`src/rtl/io_pkg.sv`:
```
// Shared definitions for the I/O port bank: default sizes, the output-channel
// state encoding and the bit-field offsets of the optional status word.
// Optional feature macro: IO_STATUS_EN (status/clr_ovr ports and overrun flags).
package io_pkg;

   localparam int NPORT_DEF   = 4;
   localparam int DW_DEF      = 8;
   localparam int SYNC_FF_DEF = 2;

   typedef enum logic [1:0] {
      OC_IDLE = 2'd0,
      OC_REQ  = 2'd1,
      OC_REL  = 2'd2
   } oc_state_e;

   // status = {overrun, out_busy, in_full}, each NPORT bits wide
   localparam int ST_FULL_LSB = 0;
   localparam int ST_BUSY_LSB = NPORT_DEF;
   localparam int ST_OVR_LSB  = 2 * NPORT_DEF;
   localparam int ST_W        = 3 * NPORT_DEF;

endpackage

```
`src/rtl/io_port_bank_if.sv`:
```
// Bundle of CPU-side and device-side signals of the I/O port bank.
// master: the CPU/control unit plus external devices; slave: the port bank.
// Optional feature macro: IO_STATUS_EN adds status and clr_ovr.
interface io_port_bank_if #(
   parameter int DW    = 8,
   parameter int NPORT = 4
);

   logic [NPORT-1:0]    wr_en;
   logic [DW-1:0]       wr_data;
   logic [NPORT*DW-1:0] out_data;
   logic [NPORT-1:0]    out_req;
   logic [NPORT-1:0]    out_ack;
   logic [1:0]          in_sel;
   logic                in_rd;
   logic [DW-1:0]       rd_data;
   logic [NPORT*DW-1:0] in_dev;
   logic [NPORT-1:0]    in_req;
   logic [NPORT-1:0]    in_ack;
`ifdef IO_STATUS_EN
   logic [3*NPORT-1:0]  status;
   logic                clr_ovr;

   modport master (
      output wr_en, wr_data, out_ack, in_sel, in_rd, in_dev, in_req, clr_ovr,
      input  out_data, out_req, rd_data, in_ack, status
   );

   modport slave (
      input  wr_en, wr_data, out_ack, in_sel, in_rd, in_dev, in_req, clr_ovr,
      output out_data, out_req, rd_data, in_ack, status
   );
`else
   modport master (
      output wr_en, wr_data, out_ack, in_sel, in_rd, in_dev, in_req,
      input  out_data, out_req, rd_data, in_ack
   );

   modport slave (
      input  wr_en, wr_data, out_ack, in_sel, in_rd, in_dev, in_req,
      output out_data, out_req, rd_data, in_ack
   );
`endif

endinterface

```
`src/rtl/io_out_chan.sv`:
```
// One output port: data register, 4-phase req/ack FSM and ack synchroniser.
// Optional feature macro: IO_STATUS_EN (busy/overrun outputs, clr_ovr input).
//
// state   | meaning
// --------+-----------------------------------------------------------
// OC_IDLE | port free, a write strobe loads out_data
// OC_REQ  | out_req high, data held, waiting for synced ack high
// OC_REL  | out_req low, waiting for synced ack low before next write
module io_out_chan
   import io_pkg::*;
#(
   parameter int DW      = DW_DEF,
   parameter int SYNC_FF = SYNC_FF_DEF
) (
   input  logic          clk,
   input  logic          reset,
   input  logic          wr_en,
   input  logic [DW-1:0] wr_data,
   input  logic          out_ack,
   output logic [DW-1:0] out_data,
   output logic          out_req
`ifdef IO_STATUS_EN
   ,
   input  logic          clr_ovr,
   output logic          busy,
   output logic          overrun
`endif
);

   oc_state_e          state, state_n;
   logic [SYNC_FF-1:0] ack_sync;
   logic               ack_s;
   logic               load;

   // Bring the asynchronous device ack into the clk domain
   always_ff @(posedge clk) begin
      if (!reset) ack_sync <= '0;
      else        ack_sync <= {ack_sync[SYNC_FF-2:0], out_ack};
   end

   assign ack_s = ack_sync[SYNC_FF-1];

   // State register
   always_ff @(posedge clk) begin
      if (!reset) state <= OC_IDLE;
      else        state <= state_n;
   end

   // Next-state and load decode for the handshake sequence
   always_comb begin
      state_n = state;
      load    = 1'b0;
      case (state)
         OC_IDLE: begin
            if (wr_en) begin
               load    = 1'b1;
               state_n = OC_REQ;
            end
         end
         OC_REQ:  if (ack_s)  state_n = OC_REL;
         OC_REL:  if (!ack_s) state_n = OC_IDLE;
         default: state_n = OC_IDLE;
      endcase
   end

   // Output data register, only loaded from IDLE so it is stable during the handshake
   always_ff @(posedge clk) begin
      if (!reset)    out_data <= '0;
      else if (load) out_data <= wr_data;
   end

   // Registered request so the device sees a glitch-free line
   always_ff @(posedge clk) begin
      if (!reset) out_req <= 1'b0;
      else        out_req <= (state_n == OC_REQ);
   end

`ifdef IO_STATUS_EN
   assign busy = (state != OC_IDLE);

   // Sticky flag for writes dropped while a handshake is in flight; a new drop wins over clear
   always_ff @(posedge clk) begin
      if (!reset)                          overrun <= 1'b0;
      else if (wr_en && state != OC_IDLE)  overrun <= 1'b1;
      else if (clr_ovr)                    overrun <= 1'b0;
   end
`endif

endmodule

```
`src/rtl/io_port_bank.sv`:
```
// CPU I/O peripheral endpoint: NPORT handshaked output ports and NPORT
// single-word buffered input ports with a combinational read mux.
// Optional feature macro: IO_STATUS_EN (status word and overrun clear).
module io_port_bank
   import io_pkg::*;
#(
   parameter int DW      = DW_DEF,
   parameter int NPORT   = NPORT_DEF,
   parameter int SYNC_FF = SYNC_FF_DEF
) (
   input logic           clk,
   input logic           reset,
   io_port_bank_if.slave bus
);

   logic [NPORT-1:0][DW-1:0] out_data_w;
   logic [NPORT-1:0]         out_req_w;
`ifdef IO_STATUS_EN
   logic [NPORT-1:0]         out_busy;
   logic [NPORT-1:0]         overrun;
`endif

   for (genvar i = 0; i < NPORT; i++) begin : g_out
      io_out_chan #(
         .DW      (DW),
         .SYNC_FF (SYNC_FF)
      ) u_chan (
         .clk      (clk),
         .reset    (reset),
         .wr_en    (bus.wr_en[i]),
         .wr_data  (bus.wr_data),
         .out_ack  (bus.out_ack[i]),
         .out_data (out_data_w[i]),
         .out_req  (out_req_w[i])
`ifdef IO_STATUS_EN
         ,
         .clr_ovr  (bus.clr_ovr),
         .busy     (out_busy[i]),
         .overrun  (overrun[i])
`endif
      );
   end

   assign bus.out_data = out_data_w;
   assign bus.out_req  = out_req_w;

   logic [NPORT-1:0] req_sync [SYNC_FF];
   logic [NPORT-1:0] req_s;
   logic [NPORT-1:0] full_q;
   logic [NPORT-1:0] ack_q;
   logic [NPORT-1:0] capture;
   logic [NPORT-1:0] rd_clr;
   logic [DW-1:0]    buf_q [NPORT];

   // Synchronise the asynchronous input requests
   always_ff @(posedge clk) begin
      if (!reset) begin
         for (int k = 0; k < SYNC_FF; k++) req_sync[k] <= '0;
      end else begin
         req_sync[0] <= bus.in_req;
         for (int k = 1; k < SYNC_FF; k++) req_sync[k] <= req_sync[k-1];
      end
   end

   assign req_s = req_sync[SYNC_FF-1];

   // A request not yet acknowledged is taken only into an empty buffer; a full
   // buffer leaves it pending, which is the backpressure to the device
   assign capture = req_s & ~ack_q & ~full_q;

   // One-hot clear of the buffer the CPU consumes this cycle
   always_comb begin
      rd_clr = '0;
      if (bus.in_rd) rd_clr[bus.in_sel] = 1'b1;
   end

   // Input buffers, full flags and ack flags
   always_ff @(posedge clk) begin
      if (!reset) begin
         full_q <= '0;
         ack_q  <= '0;
         for (int i = 0; i < NPORT; i++) buf_q[i] <= '0;
      end else begin
         for (int i = 0; i < NPORT; i++) begin
            if (capture[i]) begin
               buf_q[i]  <= bus.in_dev[i*DW +: DW];
               full_q[i] <= 1'b1;
               ack_q[i]  <= 1'b1;
            end else begin
               if (rd_clr[i]) full_q[i] <= 1'b0;
               if (!req_s[i]) ack_q[i]  <= 1'b0;
            end
         end
      end
   end

   assign bus.in_ack  = ack_q;
   assign bus.rd_data = buf_q[bus.in_sel];

`ifdef IO_STATUS_EN
   assign bus.status[ST_OVR_LSB  +: NPORT] = overrun;
   assign bus.status[ST_BUSY_LSB +: NPORT] = out_busy;
   assign bus.status[ST_FULL_LSB +: NPORT] = full_q;
`endif

endmodule

```
`src/flat_wrapper.sv`:
```
// flat-port wrapper written by rule: the top's interface ports become plain ports
module io_port_bank_flat import io_pkg::*;
#(
   parameter int DW      = DW_DEF,
   parameter int NPORT   = NPORT_DEF,
   parameter int SYNC_FF = SYNC_FF_DEF
)
  (clk, reset, bus_wr_en, bus_wr_data, bus_out_ack, bus_in_sel, bus_in_rd, bus_in_dev, bus_in_req, bus_out_data, bus_out_req, bus_rd_data, bus_in_ack);
  io_port_bank_if #(.DW(DW), .NPORT(NPORT)) bus_i ();
  input logic clk;
  input logic reset;
  input wire logic [$bits(bus_i.wr_en)-1:0] bus_wr_en;
  input wire logic [$bits(bus_i.wr_data)-1:0] bus_wr_data;
  input wire logic [$bits(bus_i.out_ack)-1:0] bus_out_ack;
  input wire logic [$bits(bus_i.in_sel)-1:0] bus_in_sel;
  input wire logic [$bits(bus_i.in_rd)-1:0] bus_in_rd;
  input wire logic [$bits(bus_i.in_dev)-1:0] bus_in_dev;
  input wire logic [$bits(bus_i.in_req)-1:0] bus_in_req;
  output wire logic [$bits(bus_i.out_data)-1:0] bus_out_data;
  output wire logic [$bits(bus_i.out_req)-1:0] bus_out_req;
  output wire logic [$bits(bus_i.rd_data)-1:0] bus_rd_data;
  output wire logic [$bits(bus_i.in_ack)-1:0] bus_in_ack;
  assign bus_i.wr_en = bus_wr_en;
  assign bus_i.wr_data = bus_wr_data;
  assign bus_i.out_ack = bus_out_ack;
  assign bus_i.in_sel = bus_in_sel;
  assign bus_i.in_rd = bus_in_rd;
  assign bus_i.in_dev = bus_in_dev;
  assign bus_i.in_req = bus_in_req;
  assign bus_out_data = bus_i.out_data;
  assign bus_out_req = bus_i.out_req;
  assign bus_rd_data = bus_i.rd_data;
  assign bus_in_ack = bus_i.in_ack;
  io_port_bank #(.DW(DW), .NPORT(NPORT), .SYNC_FF(SYNC_FF)) u_core (.clk(clk), .reset(reset), .bus(bus_i));
endmodule
```
`config.mk`:
```
export PLATFORM = sky130hd
export DESIGN_NAME = io_port_bank_flat
export DESIGN_NICKNAME = d
export VERILOG_FILES = /design/src/rtl/io_pkg.sv /design/src/rtl/io_port_bank_if.sv /design/src/rtl/io_out_chan.sv /design/src/rtl/io_port_bank.sv /design/src/flat_wrapper.sv
export SDC_FILE = /design/constraint.sdc
export NUM_CORES = 1
export LEC_CHECK = 0
export CAP_MARGIN = 5
export CORE_MARGIN = 3
export CORE_UTILIZATION = 51
export CTS_BUF_LIST = sky130_fd_sc_hd__clkbuf_4 sky130_fd_sc_hd__clkbuf_8 sky130_fd_sc_hd__clkbuf_16
export DETAILED_ROUTE_END_ITERATION = 6
export PLACE_DENSITY = 0.83
export SYNTH_ARGS = -nofsm -noshare
export SYNTH_HDL_FRONTEND = slang
export SYNTH_SLANG_ARGS = --single-unit
```
`constraint.sdc`:
```
create_clock -name clk -period 2.3 [get_ports clk]
set_input_delay 0.23 -clock clk [delete_from_list [all_inputs] [get_ports clk]]
set_output_delay 0.23 -clock clk [all_outputs]
set_load 0.01 [all_outputs]
```
# Word-level counts from Yosys, hierarchy flattened
# Memories as Yosys holds them, arrays and structs flattened.
# Cells that the tools add are included.
[classes]
mux = 63
reduce_logical = 9
n_eq_ne = 16
magnitude_cmp = 2
n_bitwise = 10
[op_table]
columns = ["cell", "count"]
rows = [
  ["1-bit 2-to-1 mux", 39],
  ["8-bit 2-to-1 mux", 4],
  ["2-bit 2-to-1 mux", 12],
  ["2-bit case mux with 3 select lines", 4],
  ["2-bit by 1-bit == test with 1-bit output, second input constant", 8],
  ["4-bit 2-to-1 mux", 3],
  ["4-bit bitwise AND", 2],
  ["2-bit == test, second input constant", 4],
  ["2-bit zero test", 4],
  ["2-bit inequality test, second input constant", 4],
  ["4-bit inverter", 2],
  ["2-bit nonzero test", 4],
  ["1-bit bitwise OR", 6],
  ["2-bit by 3-bit < comparator with 1-bit output, second input constant", 1],
  ["1-bit demux with 2-bit select", 1],
  ["2-bit by 1-bit greater-or-equal comparator with 1-bit output, second input constant", 1],
  ["1-bit logical AND", 1],
]
[totals]
mem_bits_rw = 40
register_bits = 60
memories = 2
input_bits = 57
[mem_list]
columns = ["memory", "depth", "word_bits", "rd", "rd_clocked_by_memory_dff", "wr", "line_no", "text"]
rows = [
  ["u_core.buf_q", 4, 8, 1, 0, 4, "io_port_bank.sv:53", "logic [DW-1:0] buf_q [NPORT];"],
  ["u_core.req_sync", 2, 4, 2, 0, 2, "io_port_bank.sv:47", "logic [NPORT-1:0] req_sync [SYNC_FF];"],
]

# Depth between registers and ports, before layout
# Gate-level depths: netlist (run 1).
[depth]
ltp_word = 7
mapped_depth = 4
depth_no_buf = 2

# Modules after synthesis
# A second synthesis (run 1) with hierarchy kept.
[unflattened]
hier_cells = 332
hier_area_um2 = 3946.3
[by_module_without_submodules]
columns = ["mod", "cells_per_inst", "seq_area_each_um2", "area_per_inst_um2", "n_inst"]
rows = [
  ["io_out_chan", 50, 260.2, 499.2, 4],
  ["io_port_bank", 132, 1281.2, 1949.4, 1],
]

# Least setup slack after synthesis (run 1)
# No wires, ideal clock.
[synth_timing]
kind = "register to register"
from = "register u_core.ack_q[1], in the netlist u_core.bus.in_ack[1]"
to = "memory u_core.buf_q[1][0], enable pin"
stages_incl_launch_ff = 2
slack_ps = 825
n_path_buf = 0
t_arrival_ps = 1089
setup_time_ps = 387
required_time_ps = 1913
cell_sequence = "dfxtp_1 -> o31ai_1"
[synth_rtl]
columns = ["element", "line_no", "text"]
rows = [
  ["start: declaration", "io_port_bank.sv:50", "logic [NPORT-1:0] ack_q;"],
  ["start signal: assignment", "io_port_bank.sv:81", "ack_q <= '0;"],
  ["start signal: indexed assignment", "io_port_bank.sv:88", "ack_q[i] <= 1'b1;"],
  ["start signal: indexed assignment", "io_port_bank.sv:91", "if (!req_s[i]) ack_q[i] <= 1'b0;"],
  ["end: declaration", "io_port_bank.sv:53", ""],
]

# Final worst setup path (run 1)
[layout_timing]
from = "input bus_in_sel[0]"
to = "output bus_rd_data[6]"
[layout_between]
elab_chain_len = 1
[layout_rtl]
columns = ["element", "line_no", "text"]
rows = [
  ["start: declaration", "flat_wrapper.sv:15", "input wire logic [$bits(bus_i.in_sel)-1:0] bus_in_sel;"],
  ["memory 4 x 8 bit", "--", ""],
  ["end: declaration", "flat_wrapper.sv:21", "output wire logic [$bits(bus_i.rd_data)-1:0] bus_rd_data;"],
]
# No other way between the ends.

==> metrics, run 1 <==
final hold vios 0; Port Buffers 104; Max-Cap Viols 0; Clock Tree Buf Depth 2; CTS tree built; # rows 30; Ports about 110; layout cells sized above 1 about a tenth; adder-cell share of the synthesized area 0%; Synth Cell Area roughly 3800 um^2; Resized cells post-CTS 0; Core Box Area roughly 7000 um^2; dpl cell area 4930 um^2; final WL between 7000 and 8000 um; H-tree depth 3; Setup TNS Final 0 ns; largest area contributor in the netlist dfxtp_1; Root Buffer clkbuf_8; Synth Area in XOR/XNOR less than 1%; largest net degree at the start of global routing 57; worst path required time just over 2 ns; Layout fillers about 520; Critical Path AT around 1.9 ns; Setup Skew roughly 0.0058 ns; post-route cell area around 5000 um^2; DR iter-0 viols 62; fraction of the yosys area taken by sequential cells about three fifths; Area growth, synth to finish 33.7%; worst-skew pair later-pin latency between 0.3 and 0.4 ns; Crit Path Class in2out; HP Class in2reg; CP endpoint kind primary output; Initial Utilization approximately 54%; Final min period 2.12 ns; Vias/cell just under 5; fraction of registers with async set or reset after synthesis 0%; Post-DRT Antenna Nets 0; PwrDens roughly 670 nW/um^2; die width between 90 and 100 um; final setup fails 0; post-synthesis cell count 310; Commonest cells post-synth dfxtp_1, and2_1, nand2_1; Post-Synth Simple-Gate Area between 15 and 20%; DRC Markers 0; Max Clock Freq roughly 470 MHz; relative slew slack 66.9%; Die Y roughly 92 um; largest family of logic cells by synthesized area simple AND/OR/NAND/NOR gates; Post-synth EDFFs 32; outcome finished clean; CP max FO 12; DIE AREA between 8000 and 9000 um^2; Peak VDD IR around 0.48 mV; RSZ-0062 raised after global routing false; n_diodes 0; initial antenna violation count 0; overall routing resource usage 18.7%; Synth cell types 25; Final nets roughly 470; Inserted Clock Buffers 9; post-CTS setup buffers 0; Tcrit/Tclk final around 92%; Avg Cell Area, Syn 12.3 um^2; WL per Instance 14.9 um; multiplexer share of the synthesized area roughly an eighth; # hold bufs at CTS 0; via count ~2.5k; crit path launch type input port; first-pass GRT wire length about 12000 um; Yosys Warn Count 0; most common cell in the netlist dfxtp_1; post-synth top area share between 30% and 40%; vias in the first global route roughly 2.6k; Sink Count 100; complex-gate fraction of the synthesized area 3.28%; fin. max-slew vios 0; Reg clk slew, reported paths 0.09 ns; hold slack final about 0.31 ns; drt pass-1 iters 4; P_leak a little over 2 nW; Synth Register Bits 100; Synth area leaders dfxtp_1, edfxtp_1, mux2i_1; DP Wirelength ~5800 um; grt ovf 0; Most used DFF post-synth dfxtp_1; worst slew pin tran 0.496 ns; final RePlAce weighted congestion about 0.8; syn_nets 367
==> sequential cells by signal, summed over array words and instances, names as in the netlist <==
signal,flops
u_core.g_out.u_chan.ack_sync,8
u_core.g_out.u_chan.out_req,4
u_core.buf_q,32
u_core.req_sync,8
u_core.g_out.u_chan.out_data,32
u_core.g_out.u_chan.state,8
u_core.full_q,4
u_core.bus.in_ack,4
==> critical path, cell delays in order <==
cell and delay, ns:
clkdlybuf4s50_1 0.51, buf_12 0.16, mux4_2 0.49, clkdlybuf4s50_1 0.49
==> cells in the final DEF (no fill, tap or decap), types with 2 or more instances in the layout <==
master,count
o31ai_1,4
inv_1,8
a31o_2,4
or2b_1,2
and3_1,4
clkbuf_4,2
mux4_2,8
and4bb_2,4
nand2b_1,10
clkdlybuf4s50_1,103
a21oi_1,12
buf_12,2
nand3b_1,2
clkbuf_8,9
nand2_1,44
xor2_1,4
mux2i_1,32
buf_4,5
edfxtp_1,32
and2_1,48
or3b_1,3
dfxtp_1,68
==> worst paths after layout <==
check	startpoint	to	slack, ns	depth (start not counted)
worst min register to register	u_core.req_sync[0][3]	u_core.req_sync[0][7]	0.44	1
worst max-delay path	bus_in_sel[0]	bus_rd_data[6]	0.18	4
worst min-delay path	reset	u_core.bus.in_ack[2]	0.31	3
worst max register to register	u_core.g_out[2].u_chan.state[0]	u_core.g_out[2].u_chan.out_data[0]	1.02	2
==> kinds of logic (layout without fill, tap and decap cells) <==
logic type / Yosys count / count (layout)
buffers and inverters: 26 / 135
flip-flops: 100 / 100
XOR/XNOR: 4 / 4
AO/OA/AOI/OAI: 20 / 20
multiplexers: 40 / 40
AND/OR/NAND/NOR: 120 / 120
==> per-layer routing <==
layer | part of all wire [%] | routed length [um] | track usage (%) | up-vias
met5 | 0 | 0 | 0 | -
met3 | 8.9 | 686 | 9.02 | 8
met1 | 40 | 3050 | 20.8 | 1188
li1 | - | - | - | 1265
met4 | 0.87 | 67 | 4.58 | 0
met2 | 50 | 3870 | 32.0 | 87
==> report_power, final <==
group | total, W | leakage (nW) | switching [W] | internal, W
clock | 0.00100 | 0.0911 | 0.000578 | 0.000423
combinational | 0.000474 | 1.06 | 0.000186 | 0.000288
sequential | 0.00197 | 0.897 | 0.0000472 | 0.00192
total | 0.00344 | 2.05 | 0.000811 | 0.00263
==> through the flow <==
step                      power [W]  util (%)  std cells  setup slack [ns]
after global placement      0.00247      70.2        499             0.197
after detailed placement    0.00249      70.2        499             0.176
after floorplan             0.00223         -        310             0.825
final                       0.00344      72.7        515             0.183
after global routing        0.00359      72.7        515             0.119
after CTS                   0.00348      72.7        515             0.176
==> cell type report <==
class                   instances  area (um^2)  share of cell area (%)
flip-flops and latches        100         2320                    45.5
clock inverters                 5         36.3                   0.711
repair buffers                111         1110                    21.8
clock buffers                  11          139                    2.72
multi-input cells             184         1340                    26.3
inverters                       8         30.0                   0.589
well taps                      96          120                    2.35
Note: power is estimated with default switching activity, not from simulation.
==> run 2: changes to the inputs <==
Settings changed: CORE_MARGIN 3 to default, GPL_TIMING_DRIVEN from default to 0.
==> run 2 against run 1 <==
Against the previous run: non-clock buffer count rose by 13; sequential power barely moved; largest power group unchanged; routed wire length rose by 10%; die area fell by 8.5%; final area rose by 2.9%; power rose by 9.0%; highest routed layer unchanged; largest cell class unchanged; critical endpoint is now bus_rd_data[0]; clock skew rose by 0.0040 ns; first-iteration DRC count rose by 40%.
==> metrics, run 2 (same netlist as run 1, synthesis figures left out) <==
outcome finished clean; H-tree depth 3; worst hold path endpoint u_core.g_out[1].u_chan.ack_sync[1]; Root Buffer clkbuf_8; Area growth, synth to finish 37.6%; final hold vios 0; area of the multi-input gates ~1400 um^2; final core occ 72.4%; RSZ-0062 raised after global routing false; CP Cell Sequence clkdlybuf4s50_1 -> buf_6 -> mux4_2 -> clkdlybuf4s50_1; Critical Path Source bus_in_sel[0]; Layout Cells excl Fill around 530; # rows 31; Int Power a little under 0.003 W; grt ovf 0; Register Area 2320 um^2; RR Startpoint u_core.full_q[3]; r2r setup slk slightly below 0.7 ns; hold path startpoint u_core.g_out[1].u_chan.ack_sync[0]; Reg clk slew, reported paths about 0.090 ns; commonest cells after routing, fill and taps aside clkdlybuf4s50_1, dfxtp_1, and2_1, nand2_1; DP Wirelength roughly 6100 um; Final nets ~480; Worst R2R End u_core.buf_q[3][6]; logic gate share of total power between 10% and 20%; clock share of power 34.2%; layout cells sized above 1 approximately 12%; via count approximately 2.7k; biggest regs u_core.buf_q: 32 flops, u_core.g_out.u_chan.out_data: 32 flops; fin. max-slew vios 0; CP endpoint kind primary output; relative slew slack between 30% and 40%; commonest non-fill, non-tap cell in the layout clkdlybuf4s50_1; # hold bufs at CTS 0; overall routing resource usage between 20% and 30%; CP max FO 10; worst slew pin tran roughly 0.95 ns; Setup Skew between 0.009 and 0.01 ns; first-pass GRT wire length 12900 um; largest net degree at the start of global routing 16; Clock Tree Buf Depth 2; HP Class reg2reg; die width ~88 um; worst reg2reg path depth 2; hold slack final around 0.44 ns; NetSw about 0.00081 W; post-CTS setup buffers 0; final WL roughly 8500 um; crit path launch type input port; Final min period around 2.2 ns; Net Sw Frac 21.7%; worst path required time between 2 and 2.5 ns; P_leak 2.15 nW; Die Y 88.5 um; PwrDens a little over 700 nW/um^2; vias in the first global route 2744; DRC Markers 0; initial antenna violation count 0; final RePlAce weighted congestion ~0.74; Vias/cell approximately 5.0; final setup fails 0; Sequential Power Share 52.5%; DR iter-0 viols 87; DIE AREA between 7000 and 8000 um^2; Ports 105; Setup TNS Final 0 ns; Max-Cap Viols 0; worst-skew pair later-pin latency between 0.3 and 0.4 ns; Critical Path AT between 2 and 2.5 ns; Tcrit/Tclk final between 90% and 100%; Layout fillers 505; Max Clock Freq approximately 450 MHz; worst hold stages 1; Core Box Area roughly 7300 um^2; Most Frequent Cell on Critical Path clkdlybuf4s50_1; Post-DRT Antenna Nets 0; DP Cell Count 515; Sink Count 100; CP peak stage delay between 0.5 and 0.6 ns; Initial Utilization a little over half; drt pass-1 iters 4; CTS tree built; Crit Path Class in2out; n_diodes 0; Peak VDD IR 0.516 mV; Port Buffers approximately 100; WL per Instance approximately 16 um; slowest cell on the critical path clkdlybuf4s50_1; Inserted Clock Buffers 9
[run 2: critical path, delay by kind of cell]
family                 cells  cell delay, ns
buffers and inverters      3            1.27
muxes                      1            0.50
[run 2: metal layers]
layer / routed length, um / track usage, %
met2: 4370 / 41.5
met4: 66 / 8.65
met5: 0 / 0
met3: 630 / 5.60
met1: 3390 / 24.6
[run 2: cell type report]
class | count | share of cell area [%]
plain buffers | 18 | 2.38
clock buffers | 13 | 3.29
clock inverters | 3 | 1.26
inverters | 8 | 0.572
multi-input cells | 184 | 25.7
flip-flops and latches | 100 | 44.2
well taps | 99 | 2.36
repair buffers | 106 | 20.2
[run 2: worst max-delay path by stage]
stage          slack, ns                 end  cells past startpoint
6_report            0.06      bus_rd_data[0]                      4
2_1_floorplan       0.82  u_core.buf_q[1][0]                      1
3_3_place_gp        0.04      bus_rd_data[0]                      4
3_5_place_dp       0.009      bus_rd_data[6]                      4
4_1_cts            0.002      bus_rd_data[6]                      4
5_1_grt            0.008      bus_rd_data[2]                      4
[run 2: timing repair]
action / 4_1_cts / 5_1_grt
gates resized for setup: 0 / 2
endpoints found under the hold margin: 0 / 0
setup endpoints to repair: 0 / 7
[run 2: power by group through the flow]
stage               Sequential [W]  Combinational [W]  Clock (W)
global placement           0.00200           0.000488          0
detailed placement         0.00201           0.000501          0
global route               0.00198           0.000539    0.00137
floorplan                  0.00202           0.000211          0
finish                     0.00197           0.000500    0.00128
CTS                        0.00197           0.000505    0.00131
[run 2: through the flow]
step | total power [W] | cell area (um^2) | worst slack, ns
5_1_grt | 0.00389 | 5250 | 0.00800
2_1_floorplan | 0.00223 | 3810 | 0.825
6_report | 0.00375 | 5250 | 0.0632
3_5_place_dp | 0.00251 | 5000 | 0.00917
3_3_place_gp | 0.00249 | 4980 | 0.0396
4_1_cts | 0.00378 | 5240 | 0.00158
==> run 3: changes to the inputs <==
Settings changed: ABC_AREA from default to 1, CORE_UTILIZATION 51 to 52, PLACE_DENSITY 0.83 to 0.91.
==> run 3 against run 2 <==
Against the previous run: synthesized area is 7.7% higher; clock skew hardly changed; core utilization is 2.0 points lower; final area is 3.1% higher; clock power is 18% lower; critical path depth is 2 higher; critical path type unchanged; largest cell class unchanged; largest power group unchanged.
==> metrics, run 3 <==
final hold vios 0; slowest cell on the critical path clkdlybuf4s50_1; fraction of registers with async set or reset after synthesis 0%; largest net degree at the start of global routing 19; commonest cells after routing, fill and taps aside clkdlybuf4s50_1, nand2_1, nor2_1, dfxtp_1, inv_1; die width 90.9 um; Final min period about 2.2 ns; H-tree depth 3; met3 WL 838 um; WL per Instance roughly 14 um; Core Box Area 7690 um^2; Peak VDD IR 0.442 mV; DIE AREA 8260 um^2; grt ovf 0; Ports about 110; largest family of logic cells by synthesized area simple AND/OR/NAND/NOR gates; Yosys Warn Count 0; final WL 9840 um; Post-Synth Simple-Gate Area ~27%; worst reg2reg path depth 3; Crit Path Class in2out; Critical Path Source bus_in_sel[0]; Setup Skew 0.0100 ns; Synth area leaders dfxtp_1, edfxtp_1, nand2_1; Int Power approximately 0.0027 W; initial antenna violation count 0; Max Clock Freq 463 MHz; worst hold stages 3; P_leak around 2.4 nW; most common cell in the netlist nand2_1; clock share of power between 20 and 30%; first-pass GRT wire length 15600 um; post-synth top area share between 30 and 40%; Root Buffer clkbuf_8; worst path required time 2.07 ns; DP Wirelength approximately 7300 um; drt pass-1 iters 5; Worst R2R End u_core.buf_q[0][7]; CP peak stage delay ~0.55 ns; Reg clk slew, reported paths approximately 0.1 ns; CP endpoint kind primary output; WL met1 3820 um; Resized cells post-CTS 0; final setup fails 0; commonest non-fill, non-tap cell in the layout clkdlybuf4s50_1; crit path launch type input port; dpl ws approximately 0.16 ns; met2 WL post-DR around 4700 um; Most used DFF post-synth dfxtp_1; outcome finished clean; DR top layer met4; overall routing resource usage around a quarter; biggest regs u_core.buf_q: 32 flops, u_core.g_out.u_chan.out_data: 32 flops; PwrDens 676 nW/um^2; Port Buffers 99; CP max FO 10; NetSw about 0.0010 W; post-CTS setup buffers 0; Synth cell types 18; Clock Tree Buf Depth 2; Max-Cap Viols 0; Area growth, synth to finish 31.7%; Final nets between 600 and 700; hold path startpoint reset; worst slew pin tran around 0.36 ns; Synth Area in XOR/XNOR 0%; worst hold path endpoint u_core.g_out[2].u_chan.out_data[1]; HP Class in2reg; largest area contributor in the netlist dfxtp_1; # hold bufs at CTS 0; RSZ-0062 raised after global routing false; adder-cell share of the synthesized area 0%; final RePlAce weighted congestion about 0.9; DRC Markers 0; n_diodes 0; final core occ 70.4%; fin. max-slew vios 0; final worst slack around 0.14 ns; Critical Path AT about 1.9 ns; DR iter-0 viols roughly 180; Tcrit/Tclk final 93.8%; vias in the first global route between 3k and 4k; CP Buf/Inv Count 4; worst-skew pair later-pin latency around 0.37 ns; relative slew slack about 76%; Total Power 0.00366 W; Post-synth EDFFs 32; fraction of the yosys area taken by sequential cells 56.5%; Sink Count 100; Avg Cell Area, Syn approximately 8.6 um^2; # rows 32; Post-DRT Antenna Nets 0; logic gate share of total power 17.0%; Synth Cell Area approximately 4100 um^2; layout cells sized above 1 a little under a tenth; multiplexer share of the synthesized area 0%; syn_nets between 500 and 600; CTS tree built; Sequential Power Share between 50 and 60%; CP Cell Sequence clkdlybuf4s50_1 -> buf_4 -> buf_4 -> nand3_1 -> nand4_1 -> clkdlybuf4s50_1; CP top delay family buffers and inverters; Vias/cell ~5.1; Setup TNS Final 0 ns; Inserted Clock Buffers 9; RR Startpoint u_core.full_q[0]; Layout fillers 593; post-synthesis cell count 480; r2r setup slk roughly 1.1 ns; Synth Register Bits 100; Commonest cells post-synth nand2_1, nor2_1, dfxtp_1; Initial Utilization between 50 and 60%; via count between 3k and 4k; Net Sw Frac a little over a quarter; Die Y 90.9 um; complex-gate fraction of the synthesized area about 5.7%
## run 3: changes by cell type after synthesis, sizes merged, moves of 28 or more
cell and delta:
a21oi +28, and2 -48, inv +53, mux2i -32, nand2 +41, nand3 +60
nor2 +81
## run 3: area by class of cell
cell class	instances	area (um^2)	share of cell area (%)
timing repair buffer	99	991	18.3
clock inverter	7	60.1	1.11
tap	102	128	2.36
sequential	100	2320	42.9
buffer	28	198	3.65
multi-input combinational	289	1350	25.0
clock buffer	9	124	2.29
inverter	63	236	4.37
## run 3: how the worst max path moves through the flow
stage	to	depth (start not counted)
floorplan	u_core.buf_q[1][0]	3
global placement	bus_rd_data[5]	6
detailed placement	bus_rd_data[4]	6
CTS	bus_rd_data[4]	6
global route	bus_rd_data[4]	6
finish	bus_rd_data[4]	6
## run 3: cell families (layout without fill, tap and decap cells)
kind of cell / count (synthesis) / count (layout)
AO/OA/AOI/OAI: 47 / 47
AND/OR/NAND/NOR: 242 / 242
flip-flops: 100 / 100
buffers and inverters: 91 / 206
## run 3: worst reg2reg max path, cell delays in order (launching register included)
cell     delay [ns]
dfxtp_1        0.33
nor2_1         0.21
nand2_1        0.08
nand2_1        0.29
## run 3: power by group through the flow
stage / clock, W / sequential [W] / combinational [W]
final: 0.00105 / 0.00199 / 0.000622
after global placement: 0 / 0.00202 / 0.000600
after floorplan: 0 / 0.00204 / 0.000296
after global routing: 0.00114 / 0.00200 / 0.000677
after CTS: 0.00105 / 0.00199 / 0.000623
after detailed placement: 0 / 0.00203 / 0.000618
## run 3: per-stage QoR
stage	area (um^2)	instances	hold WS [ns]
final	5410	697	0.200
after global routing	5410	697	0.204
after CTS	5410	697	0.200
after detailed placement	5230	681	0.400
after global placement	5230	681	0.392
after floorplan	4110	480	0.328
## run 3: layer usage
layer	vias to the layer above	global-route usage (%)
li1	1749	-
met1	1618	28.0
met2	177	41.5
met3	45	7.66
met4	0	13.0
met5	-	0
==> edit (config.mk and constraints of run 3) <==
Encoding of `oc_state_e`: now one-hot (3 bits for 3 states).
--- a/src/rtl/io_pkg.sv
+++ b/src/rtl/io_pkg.sv
@@ -7,10 +7,10 @@
    localparam int DW_DEF      = 8;
    localparam int SYNC_FF_DEF = 2;
 
-   typedef enum logic [1:0] {
-      OC_IDLE = 2'd0,
-      OC_REQ  = 2'd1,
-      OC_REL  = 2'd2
+   typedef enum logic [2:0] {
+      OC_IDLE = 3'b001,
+      OC_REQ  = 3'b010,
+      OC_REL  = 3'b100
    } oc_state_e;
 
    // status = {overrun, out_busy, in_full}, each NPORT bits wide
Function: no difference found for any inputs over 10 cycles, from zero or initial values and one cycle with reset low; not proved beyond that.
==> edit against run 3 <==
  * Design area is 3.1% higher
  * Wire length is 6.2% higher
  * Area after synthesis is 4.0% higher
  * Total power is 5.0% higher
  * Worst setup slack worse by 0.063 ns
  * Via count is 4.0% higher
  * Register-to-register slack worse by 0.06 ns
  * Die area is 4.0% higher
  * First-iteration DRC count is 2.2% higher
  * Count of clock-buffer cells in the layout stayed put
  * Synthesized cell count is 5.6% higher
  * Non-clock buffer count is 6 lower
  * Sequential cell count is 4 higher
  * Critical path type unchanged
  * Largest power group unchanged
==> edit: results (changes against run 3) <==
Layout
  – Registers with the most flip-flops: u_core.buf_q: 32 flops, u_core.g_out.u_chan.out_data: 32 flops, u_core.g_out.u_chan.state: 12 flops
  – NumNets Final: 674 (+4.2%)
  – Fillers: 601 (+1.3%)
  – Share of cells above drive strength 1: 0.1029 (+0.007096)
  – N_diodes: 0 (unchanged)

STA
  – Final Skew: 0.008802 ns (-0.001225 ns)
  – Rel. slew slack: 0.7546 (-0.006867)

Global route
  – First-pass GRT wire length: 16.57 mm (+5.9%)
  – Number of global-route vias before repair: 3590 (+4.6%)
  – Tot GR Track Use: 0.2508 (+0.004148)
  – Largest net degree at the start of global routing: 17 (-2)
  – Initial antenna violation count: 0 (unchanged)

Clocking
  – Clock Latency Late Sink: 0.36 ns
  – H-tree depth: 3 (unchanged)
  – Total CTS buffers: 9 (unchanged)
  – Post-CTS Setup Repair Bufs: 0 (unchanged)
  – Post-cts sizing count: 0 (unchanged)
  – Clk Tree Root Cell: clkbuf_8
  – CTS Buffer Depth: 2 (unchanged)
  – Clock transition at the registers of the reported paths: 0.09 ns

Worst setup path
  – CP arrival: 1.99 ns (+0.06 ns)
  – Crit-path slowest cell: clkdlybuf4s50_1
  – Worst Path Max Fanout: 9 (-1)
  – Slowest stage delay, CP: 0.57 ns (+0.02 ns)
  – CP top delay family: buffers and inverters

Synthesis
  – Syn Nets: 564 (+5.0%)
  – Commonest cells post-synth: nand2_1, inv_1, nor2_1, dfxtp_1, nand4_1
  – Synth area leaders: dfxtp_1, edfxtp_1, nand2_1, inv_1, nor2_1
  – Syn. warnings: 0 (unchanged)
  – Main flop type after synthesis: dfxtp_1
  – Post-synth EDFFs: 32 (unchanged)
  – Register area share after synthesis: 0.5617 (-0.003260)
  – Count of cell types in the netlist: 22 (+4)
  – Ys async rst share: 0 (unchanged)

Route
  – Vias: 3731 (+4.0%)
  – DRT iter0 DRCs: 182 (+2.2%)
  – Avg WL per Cell: 14.43 um (+2.2%)
  – DR pass1 iterations: 5 (unchanged)

Power and ir drop
  – Max IR drop VDD: 0.4377 mV (-1.1%)
  – Lkg Pwr: 2.543 nW (+5.1%)

Placed design
  – Port Buffers: 99 (unchanged)
  – Placer Congestion: 0.9003 (+0.76%)
  – HPWL Detailed: 7.748 mm (+5.7%)

Status
  – Outcome: finished clean

Hold path
  – Worst Hold Class: in2reg
[edit: cell types whose count changed in the layout (fill, tap and decap cells not counted), moves of 8 or more]
cell,change
nand4_1,+32
inv_1,+16
a21oi_1,-12
nand2_1,+14
nand3_1,-34
a22oi_1,+8
[edit: where the power goes]
group | switching (W) | internal, W
sequential | 0.0000687 | 0.00201
clock | 0.000592 | 0.000494
combinational | 0.000346 | 0.000331
total | 0.00101 | 0.00284
[edit: logic make-up (layout without fill, tap and decap cells)]
group	count (synthesis)	in the layout	synth area share
buffers and inverters	105	220	0.1021
DFF	104	104	0.5617
AOI/OAI and AO/OA	36	36	0.04681
and+or+nand+nor	262	262	0.2893
[edit: path summary, 6_finish.rpt]
kind,to,depth (start not counted),slack [ns],from
max,bus_rd_data[2],6,0.08,bus_in_sel[0]
min,u_core.g_out[0].u_chan.state[1],3,0.23,bus_wr_en[0]
max reg2reg,u_core.buf_q[1][4],2,1.00,u_core.bus.in_ack[1]
min reg2reg,u_core.req_sync[0][5],2,0.42,u_core.req_sync[0][1]
[edit: metrics by stage]
| step | cell area, um2 | instances | setup slack [ns] | utilization |
|---|---|---|---|---|
| floorplan | 4277 | 507 | 1.112 | - |
| CTS | 5582 | 724 | 0.1096 | 0.7113 |
| global placement | 5395 | 708 | 0.1643 | 0.6875 |
| finish | 5582 | 724 | 0.07906 | 0.7113 |
| detailed placement | 5395 | 708 | 0.1195 | 0.6875 |
| global route | 5582 | 724 | -0.02381 | 0.7113 |
[edit: tightest hold or removal path, cell delays in order]
cell	delay (ns)
buf_2	0.16
nand3_2	0.10
a21oi_1	0.06
[edit: metal layers]
layer,vias up,global-route usage,share of wire
li1,1844,-,-
met1,1703,0.2956,0.39
met2,167,0.4401,0.49
met3,17,0.05255,0.094
met4,0,0.1090,0.020
met5,-,0,0
[edit: layout make-up]
type,instances,share of cell area
well taps,102,0.02286
repair buffers,99,0.1775
inverters,83,0.05582
flip-flops and latches,104,0.4304
clock buffers,9,0.02219
multi-input cells,298,0.2576
clock inverters,7,0.01121
plain buffers,22,0.02242
